`src/rtl/fifo_arb_pkg.sv`:
```
// rtl/fifo_arb_pkg.sv - shared types and default sizing for the FIFO write arbiter
package fifo_arb_pkg;

    typedef enum logic {
        ARB_IDLE,
        ARB_OWN
    } arb_state_t;

    localparam int ARB_NUM_REQ   = 4;
    localparam int ARB_WIDTH     = 16;
    localparam int ARB_BURST_MAX = 4;

endpackage

```
`src/rtl/rr_pick.sv`:
```
// rtl/rr_pick.sv - combinational round-robin picker
//
// Purpose: returns the first asserted request index strictly after last_idx,
// wrapping NUM_REQ-1 -> 0. When last_idx is the only requester it is picked
// again after a full lap.
// Ports:
//   req       in   NUM_REQ  request vector
//   last_idx  in   IDX_W    index of the previous winner
//   next_idx  out  IDX_W    chosen index (last_idx when nothing is requested)
//   valid     out  1        at least one request is asserted
module rr_pick #(
    parameter int NUM_REQ = 4,
    parameter int IDX_W   = $clog2(NUM_REQ)
) (
    input  logic [NUM_REQ-1:0] req,
    input  logic [IDX_W-1:0]   last_idx,
    output logic [IDX_W-1:0]   next_idx,
    output logic               valid
);

    always_comb begin
        logic [IDX_W-1:0] idx;
        idx      = '0;
        next_idx = last_idx;
        valid    = 1'b0;
        // Scan from the farthest candidate to the nearest so the nearest
        // asserted request is the last one written and therefore wins.
        for (int k = NUM_REQ; k >= 1; k--) begin
            idx = IDX_W'((int'(last_idx) + k) % NUM_REQ);
            if (req[idx]) begin
                next_idx = idx;
                valid    = 1'b1;
            end
        end
    end

endmodule

```
`src/rtl/fifo_wr_arbiter.sv`:
```
// rtl/fifo_wr_arbiter.sv - round-robin, burst-bounded arbiter for a FIFO write port
//
// Purpose: shares one FIFO write port among NUM_REQ producers. An idle cycle
// picks the next owner after the previous one; the owner then pushes up to
// BURST_MAX words, stalling (not releasing) while the FIFO is full.
// Ports:
//   clk, reset     clock and synchronous active-high reset
//   req            per-requester word available, held with data until granted
//   req_data       flattened words, requester i at [i*WIDTH +: WIDTH]
//   gnt            one-hot strobe: requester i's word consumed this cycle
//   fifo_full_bar  FIFO has space
//   fifo_put       FIFO put strobe
//   fifo_data_in   FIFO write data (owner's word)
//   owner          current / last owner index
//   busy           an owner holds the port
module fifo_wr_arbiter
    import fifo_arb_pkg::*;
#(
    parameter int NUM_REQ   = ARB_NUM_REQ,
    parameter int WIDTH     = ARB_WIDTH,
    parameter int BURST_MAX = ARB_BURST_MAX,
    parameter int IDX_W     = $clog2(NUM_REQ)
) (
    input  logic                       clk,
    input  logic                       reset,
    input  logic [NUM_REQ-1:0]         req,
    input  logic [NUM_REQ*WIDTH-1:0]   req_data,
    output logic [NUM_REQ-1:0]         gnt,
    input  logic                       fifo_full_bar,
    output logic                       fifo_put,
    output logic [WIDTH-1:0]           fifo_data_in,
    output logic [IDX_W-1:0]           owner,
    output logic                       busy
);

    localparam int CNT_W = $clog2(BURST_MAX) + 1;

    arb_state_t        state, state_nxt;
    logic [IDX_W-1:0]  owner_nxt;
    logic [CNT_W-1:0]  cnt, cnt_nxt;
    logic [IDX_W-1:0]  pick_idx;
    logic              pick_valid;
    logic              accept;
    logic [WIDTH-1:0]  data_arr [NUM_REQ];

    for (genvar i = 0; i < NUM_REQ; i++) begin : g_unpack
        assign data_arr[i] = req_data[i*WIDTH +: WIDTH];
    end

    rr_pick #(
        .NUM_REQ (NUM_REQ),
        .IDX_W   (IDX_W)
    ) u_rr_pick (
        .req      (req),
        .last_idx (owner),
        .next_idx (pick_idx),
        .valid    (pick_valid)
    );

    always_ff @(posedge clk) begin
        if (reset) begin
            state <= ARB_IDLE;
            // Parking on the last index gives requester 0 first priority.
            owner <= IDX_W'(NUM_REQ - 1);
            cnt   <= '0;
        end else begin
            state <= state_nxt;
            owner <= owner_nxt;
            cnt   <= cnt_nxt;
        end
    end

    always_comb begin
        state_nxt = state;
        owner_nxt = owner;
        cnt_nxt   = cnt;
        accept    = 1'b0;
        case (state)
            ARB_IDLE: begin
                if (pick_valid) begin
                    owner_nxt = pick_idx;
                    cnt_nxt   = '0;
                    state_nxt = ARB_OWN;
                end
            end
            ARB_OWN: begin
                accept = req[owner] & fifo_full_bar;
                if (!req[owner]) begin
                    state_nxt = ARB_IDLE;
                end else if (fifo_full_bar) begin
                    if (cnt == CNT_W'(BURST_MAX - 1)) begin
                        state_nxt = ARB_IDLE;
                    end else begin
                        cnt_nxt = cnt + CNT_W'(1);
                    end
                end
            end
        endcase
    end

    // A word is transferred only when put and gnt are high together, so
    // gnt is derived from the same accept term as fifo_put.
    assign fifo_put     = accept;
    assign gnt          = NUM_REQ'(accept) << owner;
    assign fifo_data_in = data_arr[owner];
    assign busy         = (state == ARB_OWN);

endmodule

```
`config.mk`:
```
export PLATFORM = sky130hd
export DESIGN_NAME = fifo_wr_arbiter
export DESIGN_NICKNAME = d
export VERILOG_FILES = /design/src/rtl/fifo_arb_pkg.sv /design/src/rtl/rr_pick.sv /design/src/rtl/fifo_wr_arbiter.sv
export SDC_FILE = /design/constraint.sdc
export NUM_CORES = 1
export LEC_CHECK = 0
export ABC_AREA = 1
export CAP_MARGIN = 20
export CELL_PAD_IN_SITES_DETAIL_PLACEMENT = 0
export CELL_PAD_IN_SITES_GLOBAL_PLACEMENT = 1
export CORE_ASPECT_RATIO = 0.9
export CORE_MARGIN = 2
export CORE_UTILIZATION = 19
export CTS_BUF_LIST = sky130_fd_sc_hd__clkbuf_8
export DETAILED_ROUTE_END_ITERATION = 7
export PLACE_DENSITY_LB_ADDON = 0.1
export SYNTH_ARGS = -nofsm -noshare
export SYNTH_HDL_FRONTEND = slang
export SYNTH_HIERARCHICAL = 1
export SYNTH_SLANG_ARGS = --single-unit
```
`constraint.sdc`:
```
create_clock -name clk -period 1.6 [get_ports clk]
set_input_delay 0.48 -clock clk [delete_from_list [all_inputs] [get_ports clk]]
set_output_delay 0.48 -clock clk [all_outputs]
set_load 0.005 [all_outputs]
```
==> flow_metrics.env, run 1 <==
export IMPL_combinational_family_with_the_most_area_after_synthesis="simple AND/OR/NAND/NOR gates"
export IMPL_critPathMostFrequentCell="nand2_2"
export IMPL_std_cell_rows=25
export IMPL_worstHoldPathType="flip-flop to flip-flop"
export IMPL_num_fill_cells=606
export IMPL_cp_data_required_time_ns=1.12
export IMPL_synth_fp_nets=268
export IMPL_wirelength_um=4830
export IMPL_synth_yosys_seq_area_share_pct=11.3
export IMPL_clk_latency_ns=0.22
export IMPL_synth_fa_ha_area_share_pct=2.35
export IMPL_gpl_final_weighted_congestion=0.778
export IMPL_final_max_slew_violation_count=0
export IMPL_design_core_area_mm2=0.00532
export IMPL_worst_slew_pin_slew_ns=0.198
export IMPL_worst_path_dominant_cell_family="simple AND/OR/NAND/NOR gates"
export IMPL_violations="setup timing"
export IMPL_final_stage_net_count=388
export IMPL_timing_final_setup_violations=27
export IMPL_worstHoldStart="cnt[1]"
export IMPL_overflow=0
export IMPL_clock_buffer_count_from_cts=3
export IMPL_cts_sinks=6
export IMPL_antennaDiodeCount=0
export IMPL_synth_cell_area_mm2=0.00107
export IMPL_buffer_ports_inserted=94
export IMPL_post_synth_and_or_nand_nor_area_fraction_pct=41.7
export IMPL_synth_warning_count=6
export IMPL_layout_drive_gt1_share_pct=27.8
export IMPL_global_route_wire_length_before_repair_um=7690
export IMPL_die_boundary_height_um=75.1
export IMPL_largest_net_degree_at_the_start_of_global_routing=22
export IMPL_dr_pass1_iters=4
export IMPL_totalNegativeSetupSlack_ns=-5.66
export IMPL_leakagePower_nw=1.08
export IMPL_postSynthAreaPerCell_um2=5.47
export IMPL_timing_rr_start="owner[0]"
export IMPL_drcViolationCount=0
export IMPL_detail_route_antenna_nets=0
export IMPL_post_synth_mux_area_share_pct=0
export IMPL_num_io_pins=95
export IMPL_antenna_found_initial=0
export IMPL_buffers_and_inverters_on_the_worst_path=3
export IMPL_syn_inst=195
export IMPL_cts_max_level=1
export IMPL_via_count=1660
export IMPL_area_growth_pct=114
export IMPL_cts_hold_repair_buffers=0
export IMPL_slew_headroom_pct=86.8
export IMPL_number_of_global_route_vias_before_repair=1536
export IMPL_worst_setup_path_type="flip-flop to output pin"
export IMPL_crit_path_top_delay_cell="dfxtp_4"
export IMPL_unrepaired_setup_endpoints_after_global_routing="true"
export IMPL_worstSetupStartpoint="owner[0]"
export IMPL_timing_final_crit_period_ns=1.91
export IMPL_min_period_over_period_pct=119
export IMPL_cts_path_max_buffers=2
export IMPL_dieWidth_um=83.0
export IMPL_cts_clk_slew_worst_paths_ns=0.04
export IMPL_vias_per_cell=4.37
export IMPL_power_density_mw_per_mm2=1390
export IMPL_vdd_drop_max_uv=695
export IMPL_timing_final_ws_setup_ns=-0.312
export IMPL_post_layout_total_power_mw=3.17
export IMPL_tritoncts_clock_tree="yes"
export IMPL_max_freq_ghz=0.523
export IMPL_clk_skew_ns=0.00323
export IMPL_max_stage_delay_ns=0.38
export IMPL_crit_path_end_kind="output pin"
export IMPL_worst_endpoint_data_arrival_time_ns=1.43
export IMPL_max_cap_viols=0
export IMPL_ys_ff_latch=6
export IMPL_yosys_cell_types_count=22
export IMPL_final_routed_wire_length_divided_by_cell_count_um=12.7
export IMPL_timing_critical_path_from_type="flip-flop"
export IMPL_timing_hold_violations_final=0
export IMPL_grtUsageTotal_pct=15.3
export IMPL_dp_hpwl_um=3750
export IMPL_yosys_area_share_xor_xnor_pct=0
export IMPL_synth_compound_area_share_pct=30.9
export IMPL_detailedRoute_firstIterationViolations=36
export IMPL_result_of_the_run="finished with violations"
export IMPL_floorplan_die_area_mm2=0.00623
export IMPL_floorplan_initialDensity_pct=20.0
export IMPL_clockRootBuffer="clkbuf_8"
export IMPL_path_max_fanout=6
export IMPL_critical_path_cell_chain="inv_8 -> nand2_4 -> nand2_2 -> nand2_2 -> nand2_2 -> nand2_2 -> nor2_4 -> buf_6 -> nand2_4 -> nor2_1 -> buf_2"
-- sequential cells by signal, summed over array words and instances (netlist names) --
register,cells
busy,1
cnt,3
owner,2
-- tightest hold or removal path, stage by stage, from the launching register on --
cell and delay [ns]:
dfxtp_1 0.30, nand3_1 0.07, a21oi_1 0.06
-- cell usage in the layout (no fill, tap or decap), types with 8 or more instances in the layout --
master,netlist,routed
clkdlybuf4s50_1,0,52
buf_2,6,16
o22ai_1,16,16
o21ai_1,1,16
dlygate4sd2_1,0,24
nand2_1,25,22
a21oi_1,8,8
buf_4,0,28
inv_1,14,13
o21ai_0,32,17
nand2_2,19,19
nor2_1,40,38
nand3_1,8,8
-- area by class of cell --
| type | count | area [um2] | area share (%) |
|---|---|---|---|
| Multi-Input combinational cell | 159 | 826 | 36.2 |
| Clock buffer | 3 | 41.3 | 1.81 |
| Sequential cell | 6 | 128 | 5.60 |
| Tap cell | 67 | 83.8 | 3.68 |
| Timing Repair Buffer | 127 | 1120 | 49.1 |
| Inverter | 18 | 82.6 | 3.62 |
-- logic make-up (layout without fill, tap and decap cells) --
logic type,count (synthesis),after routing
AOI/OAI and AO/OA,60,60
adders and majority gates,2,2
buffers and inverters,30,148
DFF,6,6
and+or+nand+nor,97,97
-- layer usage --
metal | wire length, um | global-route usage (%) | up-vias
met5 | 0 | 0 | -
met4 | 41 | 2.19 | 0
met3 | 186 | 2.74 | 6
met2 | 2310 | 27.2 | 42
met1 | 2290 | 20.1 | 719
li1 | - | - | 893
-- what timing repair did --
item	4_1_cts	5_1_grt
setup endpoints to repair	30	27
pin swaps	16	3
buffers inserted	8	3
gates resized for setup	115	13
endpoints found under the hold margin	0	0
-- path summary, 6_finish.rpt --
| kind | end | slack (ns) | cells after the start |
|---|---|---|---|
| min | cnt[1] | 0.48 | 2 |
| max reg2reg | owner[1] | -0.15 | 12 |
| min reg2reg | cnt[1] | 0.48 | 2 |
| max | gnt[3] | -0.31 | 11 |
-- Yosys cell counts, drive strengths merged --
library cell  instances  area share, %
nand3                 8            3.8
nor2                 41             15
dfxtp                 6             11
nand4                 3            1.8
buf                   8            4.9
o211ai                2            1.4
nand2                45             21
o22ai                16            9.4
a21oi                 8            3.8
clkinv                1           0.82
o21ai                34             16
ha                    2            2.3
clkbuf                4            1.4
inv                  17            6.7
-- metrics by stage --
step | setup slack, ns | cell area (um2) | hold WS, ns | std cells | utilization [%]
floorplan | 0.00145 | 1070 | 0.454 | 195 | -
CTS | -0.347 | 2230 | 0.489 | 377 | 41.9
detailed placement | -1.07 | 2200 | 0.484 | 366 | 41.4
global route | -0.400 | 2280 | 0.519 | 380 | 42.9
global placement | -1.07 | 2200 | 0.480 | 366 | 41.4
finish | -0.312 | 2280 | 0.481 | 380 | 42.9
-- power breakdown --
part           switching, mW  internal (mW)  leakage (nW)  total, mW
registers             0.0606          0.203        0.0496      0.264
logic                   1.34           1.34          1.01       2.68
clock network         0.0635          0.161        0.0216      0.225
Note: power is estimated with default switching activity, not from simulation.
==> run 2, diff against run 1 <==
--- a/config.mk
+++ b/config.mk
@@ -15,6 +15,7 @@
 export CTS_BUF_LIST = sky130_fd_sc_hd__clkbuf_8
 export DETAILED_ROUTE_END_ITERATION = 7
 export PLACE_DENSITY_LB_ADDON = 0.1
+export SETUP_SLACK_MARGIN = 0.05
 export SYNTH_ARGS = -nofsm -noshare
 export SYNTH_HDL_FRONTEND = slang
 export SYNTH_HIERARCHICAL = 1
==> flow_metrics.env, run 2 (synthesis results as in run 1) <==
export IMPL_std_cell_rows=25
export IMPL_cts_sinks=6
export IMPL_clock_buffer_count_from_cts=3
export IMPL_cts_path_max_buffers=2
export IMPL_final_routed_wire_length_divided_by_cell_count_um=13.1
export IMPL_met2_usage_pct=30.9
export IMPL_grt_most_used_layer="met2"
export IMPL_antennaDiodeCount=0
export IMPL_grt_util_met3_pct=2.41
export IMPL_timing_hold_violations_final=0
export IMPL_flip_flop_count_of_the_largest_register_all_copies_and_words_added=3
export IMPL_slew_headroom_pct=85.9
export IMPL_path_max_fanout=6
export IMPL_largest_register="cnt"
export IMPL_overflow=0
export IMPL_vias_per_cell=4.45
export IMPL_max_cap_viols=0
export IMPL_max_freq_ghz=0.511
export IMPL_cts_max_level=1
export IMPL_area_growth_pct=142
export IMPL_antenna_found_initial=0
export IMPL_use_met1_pct=19.5
export IMPL_drcViolationCount=0
export IMPL_leakagePower_nw=1.24
export IMPL_cp_data_required_time_ns=1.12
export IMPL_number_of_global_route_vias_before_repair=1647
export IMPL_crit_path_end_kind="output pin"
export IMPL_detail_route_antenna_nets=0
export IMPL_result_of_the_run="finished with violations"
export IMPL_vdd_drop_max_uv=668
export IMPL_clk_skew_ns=0.00386
export IMPL_setup_slack_of_the_most_critical_reg_to_reg_path_ns=-0.15
export IMPL_cts_hold_repair_buffers=0
export IMPL_tritoncts_clock_tree="yes"
export IMPL_via_count=1758
export IMPL_clk_latency_ns=0.22
export IMPL_clockRootBuffer="clkbuf_8"
export IMPL_mostFrequentLayoutCell="clkdlybuf4s50_1"
export IMPL_die_boundary_height_um=75.1
export IMPL_worst_slew_pin_slew_ns=0.212
export IMPL_floorplan_die_area_mm2=0.00623
export IMPL_timing_final_crit_period_ns=1.96
export IMPL_place_inst=370
export IMPL_worstHoldPathType="flip-flop to flip-flop"
export IMPL_floorplan_initialDensity_pct=20.0
export IMPL_timing_critical_path_from_type="flip-flop"
export IMPL_timing_final_ws_setup_ns=-0.355
export IMPL_global_route_wire_length_before_repair_um=8150
export IMPL_gpl_final_weighted_congestion=0.795
export IMPL_violations="setup timing"
export IMPL_layout_drive_gt1_share_pct=38.7
export IMPL_totalNegativeSetupSlack_ns=-5.30
export IMPL_final_max_slew_violation_count=0
export IMPL_dieWidth_um=83.0
export IMPL_dp_hpwl_um=3780
export IMPL_worst_hold_path_cell_count=2
export IMPL_rr_worst_depth=12
export IMPL_layout_common_cells="clkdlybuf4s50_1 (50), nor2_1 (40), nand2_2 (25), buf_4 (24), buf_2 (21)"
export IMPL_wirelength_um=5170
export IMPL_dpl_cell_area_mm2=0.00223
export IMPL_regArea_um2=128
export IMPL_buffer_ports_inserted=94
export IMPL_dr_pass1_iters=4
export IMPL_detailedRoute_firstIterationViolations=39
export IMPL_largest_net_degree_at_the_start_of_global_routing=20
export IMPL_min_period_over_period_pct=122
export IMPL_num_fill_cells=557
export IMPL_grtUsageTotal_pct=16.0
export IMPL_stdcell_area_mm2=0.00258
export IMPL_worst_endpoint_data_arrival_time_ns=1.48
export IMPL_cts_clk_slew_worst_paths_ns=0.04
export IMPL_num_io_pins=95
export IMPL_final_stage_net_count=403
export IMPL_unrepaired_setup_endpoints_after_global_routing="true"
export IMPL_post_layout_total_power_mw=3.79
export IMPL_worst_setup_path_type="flip-flop to output pin"
export IMPL_final_cell_count_no_fill=395
export IMPL_timing_final_setup_violations=27
export IMPL_design_core_area_mm2=0.00532
export IMPL_multi_input_area_um2=903
export IMPL_power_density_mw_per_mm2=1470
-- run 2: cell types whose count changed in the layout (fill, tap and decap cells not counted), moves of 3 or more --
cell,delta
nand2_4,+3
buf_6,+17
a21oi_2,+3
buf_2,+5
nand3_1,-3
nand2_2,+6
a21oi_1,-3
buf_4,-4
inv_1,-3
dlygate4sd2_1,-5
nand3_2,+3
nand2_1,-9
-- run 2: timing repair --
item / in CTS / in global routing
gates resized for setup: 153 / 39
endpoints found under the setup margin: 30 / 29
pin swaps: 25 / 20
endpoints found under the hold margin: 0 / 0
setup buffers: 31 / 3
cloned: 1 / 1
-- run 2: routing by layer --
layer | wire length [um] | up-vias
met2 | 2650 | 37
met4 | 46 | 0
li1 | - | 925
met1 | 2320 | 792
met5 | 0 | -
met3 | 158 | 4
-- run 2: final timing paths --
check	start	endpoint
setup reg to reg	owner[0]	cnt[0]
setup / recovery	owner[0]	gnt[1]
hold reg to reg	cnt[1]	cnt[1]
hold / removal	cnt[1]	cnt[1]
-- run 2: per-stage QoR --
stage / setup slack, ns / util [%] / hold WS, ns
after detailed placement: -1.01 / 42.0 / 0.485
after global routing: -0.442 / 48.6 / 0.505
final: -0.355 / 48.6 / 0.485
after floorplan: 0.0435 / - / 0.454
after global placement: -0.989 / 42.0 / 0.480
after CTS: -0.430 / 47.1 / 0.478
-- run 2: critical path: stages, from the launching register on --
cell     delay (ns)
dfxtp_4        0.39
nand2_2        0.09
nand2_2        0.08
nand2_2        0.04
nand2_2        0.07
nand2_2        0.07
nor2_4         0.09
buf_6          0.11
buf_6          0.09
nand2_4        0.04
nor2_1         0.07
buf_2          0.11
-- run 2: final cells by class --
cell class	instances	area share (%)
inverter	18	3.39
timing repair buffer	142	51.9
clock buffer	3	1.60
sequential	6	4.94
multi-input combinational	159	35.0
tap	67	3.24
-- run 2: power by group --
group	internal (mW)	leakage [nW]	switching (mW)	total (mW)
clock network	0.161	0.0216	0.0618	0.223
logic	1.75	1.17	1.56	3.31
registers	0.203	0.0496	0.0540	0.257
total	2.12	1.24	1.68	3.79
==> run 3, diff against run 2 <==
--- a/config.mk
+++ b/config.mk
@@ -14,7 +14,7 @@
 export CORE_UTILIZATION = 19
 export CTS_BUF_LIST = sky130_fd_sc_hd__clkbuf_8
 export DETAILED_ROUTE_END_ITERATION = 7
-export PLACE_DENSITY_LB_ADDON = 0.1
+export PLACE_DENSITY_LB_ADDON = 0.3
 export SETUP_SLACK_MARGIN = 0.05
 export SYNTH_ARGS = -nofsm -noshare
 export SYNTH_HDL_FRONTEND = slang
==> flow_metrics.env, run 3 (synthesis results as in run 1) <==
export IMPL_result_of_the_run="finished with violations"
export IMPL_violations="setup timing"
export IMPL_largest_net_degree_at_the_start_of_global_routing=27
export IMPL_tritoncts_clock_tree="yes"
export IMPL_floorplan_initialDensity_pct=20.0
export IMPL_flip_flop_count_of_the_largest_register_all_copies_and_words_added=3
export IMPL_final_cell_count_no_fill=380
export IMPL_worst_slew_pin_slew_ns=0.226
export IMPL_timing_final_ws_setup_ns=-0.327
export IMPL_slew_headroom_pct=84.9
export IMPL_via_count=1693
export IMPL_multi_input_area_um2=886
export IMPL_clk_skew_ns=0.000258
export IMPL_cts_max_level=1
export IMPL_dr_pass1_iters=5
export IMPL_vias_per_cell=4.46
export IMPL_num_io_pins=95
export IMPL_place_inst=366
export IMPL_clockRootBuffer="clkbuf_8"
export IMPL_vdd_drop_max_uv=611
export IMPL_worst_endpoint_data_arrival_time_ns=1.45
export IMPL_setup_slack_of_the_most_critical_reg_to_reg_path_ns=-0.04
export IMPL_antennaDiodeCount=0
export IMPL_timing_critical_path_from_type="flip-flop"
export IMPL_dp_hpwl_um=3390
export IMPL_wirelength_um=4540
export IMPL_cp_data_required_time_ns=1.12
export IMPL_layout_common_cells="clkdlybuf4s50_1 (63), nor2_1 (37), buf_4 (23), nand2_1 (21), dlygate4sd2_1 (21)"
export IMPL_stdcell_area_mm2=0.00241
export IMPL_path_max_fanout=26
export IMPL_leakagePower_nw=1.10
export IMPL_timing_final_setup_violations=26
export IMPL_buffer_ports_inserted=94
export IMPL_max_freq_ghz=0.519
export IMPL_design_core_area_mm2=0.00532
export IMPL_cts_path_max_buffers=2
export IMPL_detailedRoute_firstIterationViolations=76
export IMPL_drcViolationCount=0
export IMPL_dieWidth_um=83.0
export IMPL_min_period_over_period_pct=120
export IMPL_layout_drive_gt1_share_pct=28.4
export IMPL_totalNegativeSetupSlack_ns=-6.08
export IMPL_final_max_slew_violation_count=0
export IMPL_timing_rr_start="owner[0]"
export IMPL_cts_clk_slew_worst_paths_ns=0.03
export IMPL_post_layout_total_power_mw=3.34
export IMPL_largest_register="cnt"
export IMPL_pre_cts_slack_ns=-1.01
export IMPL_regArea_um2=128
export IMPL_unrepaired_setup_endpoints_after_global_routing="true"
export IMPL_floorplan_die_area_mm2=0.00623
export IMPL_cts_sinks=6
export IMPL_max_cap_viols=0
export IMPL_std_cell_rows=25
export IMPL_area_growth_pct=126
export IMPL_worstHoldPathType="flip-flop to flip-flop"
export IMPL_hold_path_end="cnt[2]"
export IMPL_clock_buffer_count_from_cts=3
export IMPL_final_routed_wire_length_divided_by_cell_count_um=11.9
export IMPL_power_density_mw_per_mm2=1390
export IMPL_clk_latency_ns=0.22
export IMPL_dpl_cell_area_mm2=0.00220
export IMPL_whs_ns=0.473
export IMPL_timing_final_crit_period_ns=1.93
export IMPL_grtUsageTotal_pct=14.9
export IMPL_die_boundary_height_um=75.1
export IMPL_final_stage_net_count=388
export IMPL_overflow=0
export IMPL_global_route_wire_length_before_repair_um=7630
export IMPL_rr_worst_depth=13
export IMPL_timing_hold_violations_final=0
export IMPL_gpl_final_weighted_congestion=0.915
export IMPL_endpoint_of_the_lowest_slack_register_to_register_path="owner[1]"
export IMPL_worst_setup_path_type="flip-flop to output pin"
export IMPL_num_fill_cells=574
export IMPL_detail_route_antenna_nets=0
export IMPL_mostFrequentLayoutCell="clkdlybuf4s50_1"
export IMPL_worstHoldStart="cnt[2]"
export IMPL_antenna_found_initial=0
export IMPL_finalCoreUtilization_pct=45.3
export IMPL_crit_path_end_kind="output pin"
export IMPL_number_of_global_route_vias_before_repair=1653
export IMPL_worst_hold_path_cell_count=2
run 3: changes by cell type in the layout (fill, tap and decap cells not counted), moves of 3 or more:
cell / change
inv_1: +3
buf_2: -13
buf_6: -15
nand2_2: -7
clkdlybuf4s50_1: +13
nor2_1: -3
nor2_2: +3
nand2_1: +8
run 3: critical path: stages (launching register included):
cell,delay [ns]
dfxtp_4,0.37
buf_12,0.12
clkinv_8,0.07
buf_8,0.17
o21ai_0,0.15
o22ai_1,0.09
dlygate4sd2_1,0.27
run 3: what timing repair did:
action | CTS | global route
buffers inserted | 13 | 3
setup endpoints to repair | 30 | 28
pin swaps | 13 | 19
hold buffers | 0 | 0
gates cloned | 0 | 0
resized for setup | 94 | 20
run 3: layout make-up:
cell class / count / share of cell area, %
tap: 67 / 3.48
inverter: 18 / 3.63
clock buffer: 3 / 1.71
multi-input combinational: 159 / 36.8
sequential: 6 / 5.30
timing repair buffer: 127 / 49.1
run 3: power by group:
group          internal, mW  switching (mW)
clock                 0.161          0.0574
sequential            0.203          0.0550
combinational          1.46            1.41
run 3: worst max path at each step:
| stage | endpoint | startpoint | depth (start not counted) | slack [ns] |
|---|---|---|---|---|
| finish | fifo_data_in[8] | owner[0] | 6 | -0.33 |
| global route | gnt[3] | owner[0] | 11 | -0.43 |
| CTS | gnt[1] | owner[0] | 11 | -0.38 |
| detailed placement | gnt[0] | req[2] | 10 | -1.01 |
| global placement | gnt[1] | req[3] | 10 | -0.98 |
| floorplan | gnt[0] | owner[0] | 10 | 0.04 |
run 3: metal layers:
layer,vias up,global-route usage (%),part of all wire [%]
li1,896,-,-
met1,738,19.6,47
met2,57,27.4,47
met3,2,2.30,5.4
met4,0,1.09,0.42
met5,-,0,0
